File: src/rtl/madd_divider.sv
// Restoring unsigned divider: one quotient bit per cycle, result DW+1 edges after accept (1 for d==0).
// Accepts only when idle; holds the result until out_ready, then one idle bubble before the next accept.
module madd_divider #(
  parameter int DW = 4,
  parameter int VW = 2
) (
  input  logic          clk,
  input  logic          rst,
  input  logic          in_valid,
  output logic          in_ready,
  input  logic [DW-1:0] dividend,
  input  logic [VW-1:0] divisor,
  output logic          out_valid,
  input  logic          out_ready,
  output logic [DW-1:0] quotient,
  output logic [VW-1:0] remainder,
  output logic          div_zero
);

  localparam int CW = (DW > 1) ? $clog2(DW) : 1;

  typedef enum logic [1:0] {IDLE, BUSY, DONE} state_t;

  state_t        state_q, state_d;
  logic [DW-1:0] work_q, work_d;
  logic [VW-1:0] dvs_q, dvs_d;
  logic [VW-1:0] rem_q, rem_d;
  logic [CW-1:0] cnt_q, cnt_d;
  logic [DW-1:0] quo_q, quo_d;
  logic [VW-1:0] rmd_q, rmd_d;
  logic          dz_q, dz_d;

  logic [VW:0]   trial;
  logic          take;
  logic [VW-1:0] rem_nxt;
  logic          last;

  // rem_q < d always, so the shifted trial fits in VW+1 bits and never overflows.
  assign trial   = {rem_q, work_q[DW-1]};
  assign take    = (trial >= {1'b0, dvs_q});
  assign rem_nxt = take ? VW'(trial - {1'b0, dvs_q}) : trial[VW-1:0];
  assign last    = (cnt_q == CW'(DW - 1));

  always_ff @(posedge clk) begin
    if (rst) begin
      state_q <= IDLE;
    end else begin
      state_q <= state_d;
    end
  end

  always_comb begin
    state_d = state_q;
    case (state_q)
      IDLE: if (in_valid) state_d = (divisor != '0) ? BUSY : DONE;
      BUSY: if (last) state_d = DONE;
      DONE: if (out_ready) state_d = IDLE;
      default: state_d = IDLE;
    endcase
  end

  always_comb begin
    in_ready  = (state_q == IDLE);
    out_valid = (state_q == DONE);
  end

  always_comb begin
    work_d = work_q;
    dvs_d  = dvs_q;
    rem_d  = rem_q;
    cnt_d  = cnt_q;
    quo_d  = quo_q;
    rmd_d  = rmd_q;
    dz_d   = dz_q;
    case (state_q)
      IDLE: begin
        if (in_valid) begin
          work_d = dividend;
          dvs_d  = divisor;
          rem_d  = '0;
          cnt_d  = '0;
          if (divisor == '0) begin
            quo_d = '1;
            rmd_d = '0;
            dz_d  = 1'b1;
          end
        end
      end
      BUSY: begin
        // The dividend register shifts out numerator bits and shifts in quotient bits.
        work_d = {work_q[DW-2:0], take};
        rem_d  = rem_nxt;
        cnt_d  = cnt_q + CW'(1);
        if (last) begin
          quo_d = {work_q[DW-2:0], take};
          rmd_d = rem_nxt;
          dz_d  = 1'b0;
          cnt_d = '0;
        end
      end
      default: ;
    endcase
  end

  always_ff @(posedge clk) begin
    if (rst) begin
      work_q <= '0;
      dvs_q  <= '0;
      rem_q  <= '0;
      cnt_q  <= '0;
      quo_q  <= '0;
      rmd_q  <= '0;
      dz_q   <= 1'b0;
    end else begin
      work_q <= work_d;
      dvs_q  <= dvs_d;
      rem_q  <= rem_d;
      cnt_q  <= cnt_d;
      quo_q  <= quo_d;
      rmd_q  <= rmd_d;
      dz_q   <= dz_d;
    end
  end

  assign quotient  = quo_q;
  assign remainder = rmd_q;
  assign div_zero  = dz_q;

endmodule

File: config.mk
export PLATFORM = sky130hd
export DESIGN_NAME = madd_divider
export DESIGN_NICKNAME = d
export VERILOG_FILES = /design/src/rtl/madd_divider.sv
export SDC_FILE = /design/constraint.sdc
export NUM_CORES = 1
export LEC_CHECK = 0
export CELL_PAD_IN_SITES_DETAIL_PLACEMENT = 0
export CELL_PAD_IN_SITES_GLOBAL_PLACEMENT = 1
export CORE_UTILIZATION = 35
export DETAILED_ROUTE_END_ITERATION = 10
export PLACE_DENSITY_LB_ADDON = 0.12
export SETUP_SLACK_MARGIN = 0.15
export SYNTH_ARGS = -nofsm -noshare
export SYNTH_HDL_FRONTEND = slang
export SYNTH_SLANG_ARGS = --single-unit
export TNS_END_PERCENT = 1
File: constraint.sdc
create_clock -name clk -period 1.8 [get_ports clk]
set_input_delay 0.36 -clock clk [delete_from_list [all_inputs] [get_ports clk]]
set_output_delay 0.36 -clock clk [all_outputs]
set_load 0.05 [all_outputs]
==> impl_metrics.py <==
metrics = {
    "cells_and_area": {
        "fillers": 236,
        "multiInputGateArea_um2": 479,
        "nets": 144,
        "drive_above_1_share": 0.277,
        "final_cells": 158,
        "ff_latch_area_um2": 382,
        "areaGrowthSynthToFinish_pct": 36.5,
        "antenna_cells": 0,
    },
    "logic_synthesis": {
        "synthAdderAreaFrac": 0.0421,
        "synth-compound-area-share": 0.260,
        "synth-seq-cells": 19,
        "synth_top_family_by_area": "compound AO/OA/AOI/OAI gates",
        "synthMuxAreaShare": 0.0225,
        "async_reset_ff_frac": 0,
        "synth_ff_type": "dfxtp_1",
        "syn_nets": 114,
        "synth.distinct_cells": 32,
        "syn_area_um2": 891,
        "synth_edf_count": 0,
        "synth_cells": 101,
        "yosysWarnings": 0,
        "synth-xor-area-share": 0,
        "yosys.area_share.simple": 0.197,
        "syn_avg_cell_area_um2": 8.82,
        "ys_seq_area_frac": 0.427,
    },
    "sta": {
        "hold_viol_final": 0,
        "tightest_slew_ns": 0.486,
        "timing.hold.ws_ns": 0.451,
        "fmax_mhz": 630,
        "drv_slew": 0,
        "relSlewSlack": 0.672,
        "rsz0062_at_grt": "true",
        "fin_crit_ns": 1.59,
        "min_period_over_period": 0.882,
        "skew_ns": 0.00919,
        "setup_viol": 0,
    },
    "global_route": {
        "grt_use_total": 0.186,
        "grt_pass1_vias": 827,
        "grt_overflow": 0,
        "grt_max_degree": 12,
        "grt_pass1_wl_um": 3660,
        "antenna_found_initial": 0,
    },
    "cts": {
        "cts_buffers": 3,
        "clk_root_buffer_cell": "clkbuf_4",
        "holdBufCountCts": 0,
        "path_clk_slew_ns": 0.11,
        "cts_htree_levels": 1,
        "cts_tree": "done",
        "clock-sinks": 19,
        "cts_buffer_depth": 2,
        "clock_latency_ns": 0.30,
    },
    "drt": {
        "viasPerCell": 5.27,
        "drt_iter0_drc": 18,
        "detail_route.wl_per_cell_um": 14.0,
        "routed_wl_um": 2210,
        "drc": 0,
        "ant_nets": 0,
        "vias": 832,
        "dr.pass1.iters": 4,
    },
    "power": {
        "irDropWorstVdd_mv": 0.524,
        "power.density_mw_per_mm2": 765,
        "p_leak_nw": 0.518,
    },
    "placement": {
        "dp_hpwl_um": 1700,
        "placed_cells": 153,
        "place_congestion": 0.757,
        "numPortBuffers": 18,
    },
    "floorplan": {
        "core_area_mm2": 0.00230,
        "pin_count": 19,
        "die_x_um": 52.5,
        "rows": 17,
        "dieArea_mm2": 0.00275,
        "initial_core_util": 0.388,
        "die_h_um": 52.5,
    },
    "run": {
        "max_cap_violations": 0,
    },
    "worst_setup_path": {
        "path_class": "reg -> reg",
        "required_ns": 2.02,
        "worst_setup_path_start_kind": "register",
        "reg2reg_from": "dvs_q[1]",
        "crit_start": "dvs_q[1]",
        "crit_path_end_kind": "register",
        "arrival_ns": 1.81,
        "path_max_fanout": 6,
    },
    "min_path": {
        "hold_start": "divisor[0]",
        "min_path_type": "in -> reg",
    },
    "status": {
        "status": "finished clean",
    },
}
[state kept, by name, indices dropped and copies added, names as in the netlist]
| name | flops |
|---|---|
| remainder | 2 |
| dvs_q | 2 |
| state_q | 2 |
| work_q | 4 |
| rem_q | 2 |
| div_zero | 1 |
| cnt_q | 2 |
| quotient | 4 |
[placed cells by master (no fill, tap or decap), drive strengths merged]
cell,count
or3,1
and2,1
o2111ai,1
o311ai,1
clkdlybuf4s50,7
o21ai,5
clkbuf,3
a22o,1
nor3,2
a211o,1
nand2,13
or2,1
dlymetal6s2s,2
a311oi,4
nor2b,1
and2b,1
or4b,1
dfxtp,19
nor2,14
inv,6
o221a,3
clkinv,1
ha,3
nand2b,1
o221ai,1
nor4b,1
mux2i,2
a21oi,10
a22oi,1
o32ai,2
buf,20
[cell families after synthesis]
kind of cell | count (synthesis)
simple gates | 37
fa+ha+maj | 3
buf+inv | 10
mux | 2
flops | 19
compound gates | 30
[area by class of cell]
type                    count  area share
well taps                  28      0.0288
flip-flops and latches     19       0.314
clock buffers               3      0.0185
clock inverters             1     0.00412
multi-input cells          72       0.394
repair buffers             29       0.222
inverters                   6      0.0185
[routing by layer]
layer / wire length, um / vias to the layer above / global-route usage
li1: - / 423 / -
met1: 1040 / 391 / 0.224
met2: 1060 / 16 / 0.321
met3: 102 / 2 / 0.0609
met4: 9 / 0 / 0.0395
met5: 0 / - / 0
[per-stage QoR]
step	TNS, ns	power (mW)	instance area [um2]	worst slack, ns	util
6_report	0	0.930	1220	0.212	0.529
5_1_grt	0	0.988	1220	0.149	0.529
4_1_cts	0	0.941	1200	0.146	0.523
3_5_place_dp	-0.673	0.714	1160	-0.165	0.506
3_3_place_gp	-0.461	0.710	1160	-0.129	0.506
2_1_floorplan	0	0.619	893	0.271	-
[cells in the mapped netlist (all sizes together) (2+ instances only)]
library cell  number  area (um2)
mux2i              2        20.0
clkbuf             2        7.51
nor3               2        10.0
buf                2        16.3
a311oi             4        41.3
o32ai              2        17.5
nor2              14        55.1
dfxtp             19         380
nand2             13        48.8
a21oi             10        61.3
o21ai              5        25.0
o221a              3        33.8
ha                 3        37.5
inv                6        22.5
[critical path: stages, from the launching register on]
cell,delay (ns)
dfxtp_1,0.35
inv_1,0.08
ha_4,0.26
or3_1,0.34
a22o_1,0.26
o32ai_1,0.22
[worst paths after layout]
check	slack [ns]	endpoint	cells after the start
setup / recovery	0.21	rem_q[0]	5
hold / removal	0.45	dvs_q[0]	4
setup reg to reg	0.21	rem_q[0]	5
hold reg to reg	0.48	rem_q[1]	2
[report_power, final]
group          internal, mW  leakage (nW)  switching (mW)  total [mW]
registers             0.448         0.156          0.0229       0.471
logic                 0.112         0.344           0.129       0.240
clock network        0.0829        0.0177           0.137       0.220
total                 0.642         0.518           0.288       0.930
[what timing repair did]
item / 4_1_cts / 5_1_grt
setup endpoints to repair: 3 / 3
pin swaps: 0 / 3
buffers inserted: 0 / 1
hold endpoints to repair: 0 / 0
resized for setup: 1 / 3
Note: power is estimated with default switching activity, not from simulation.
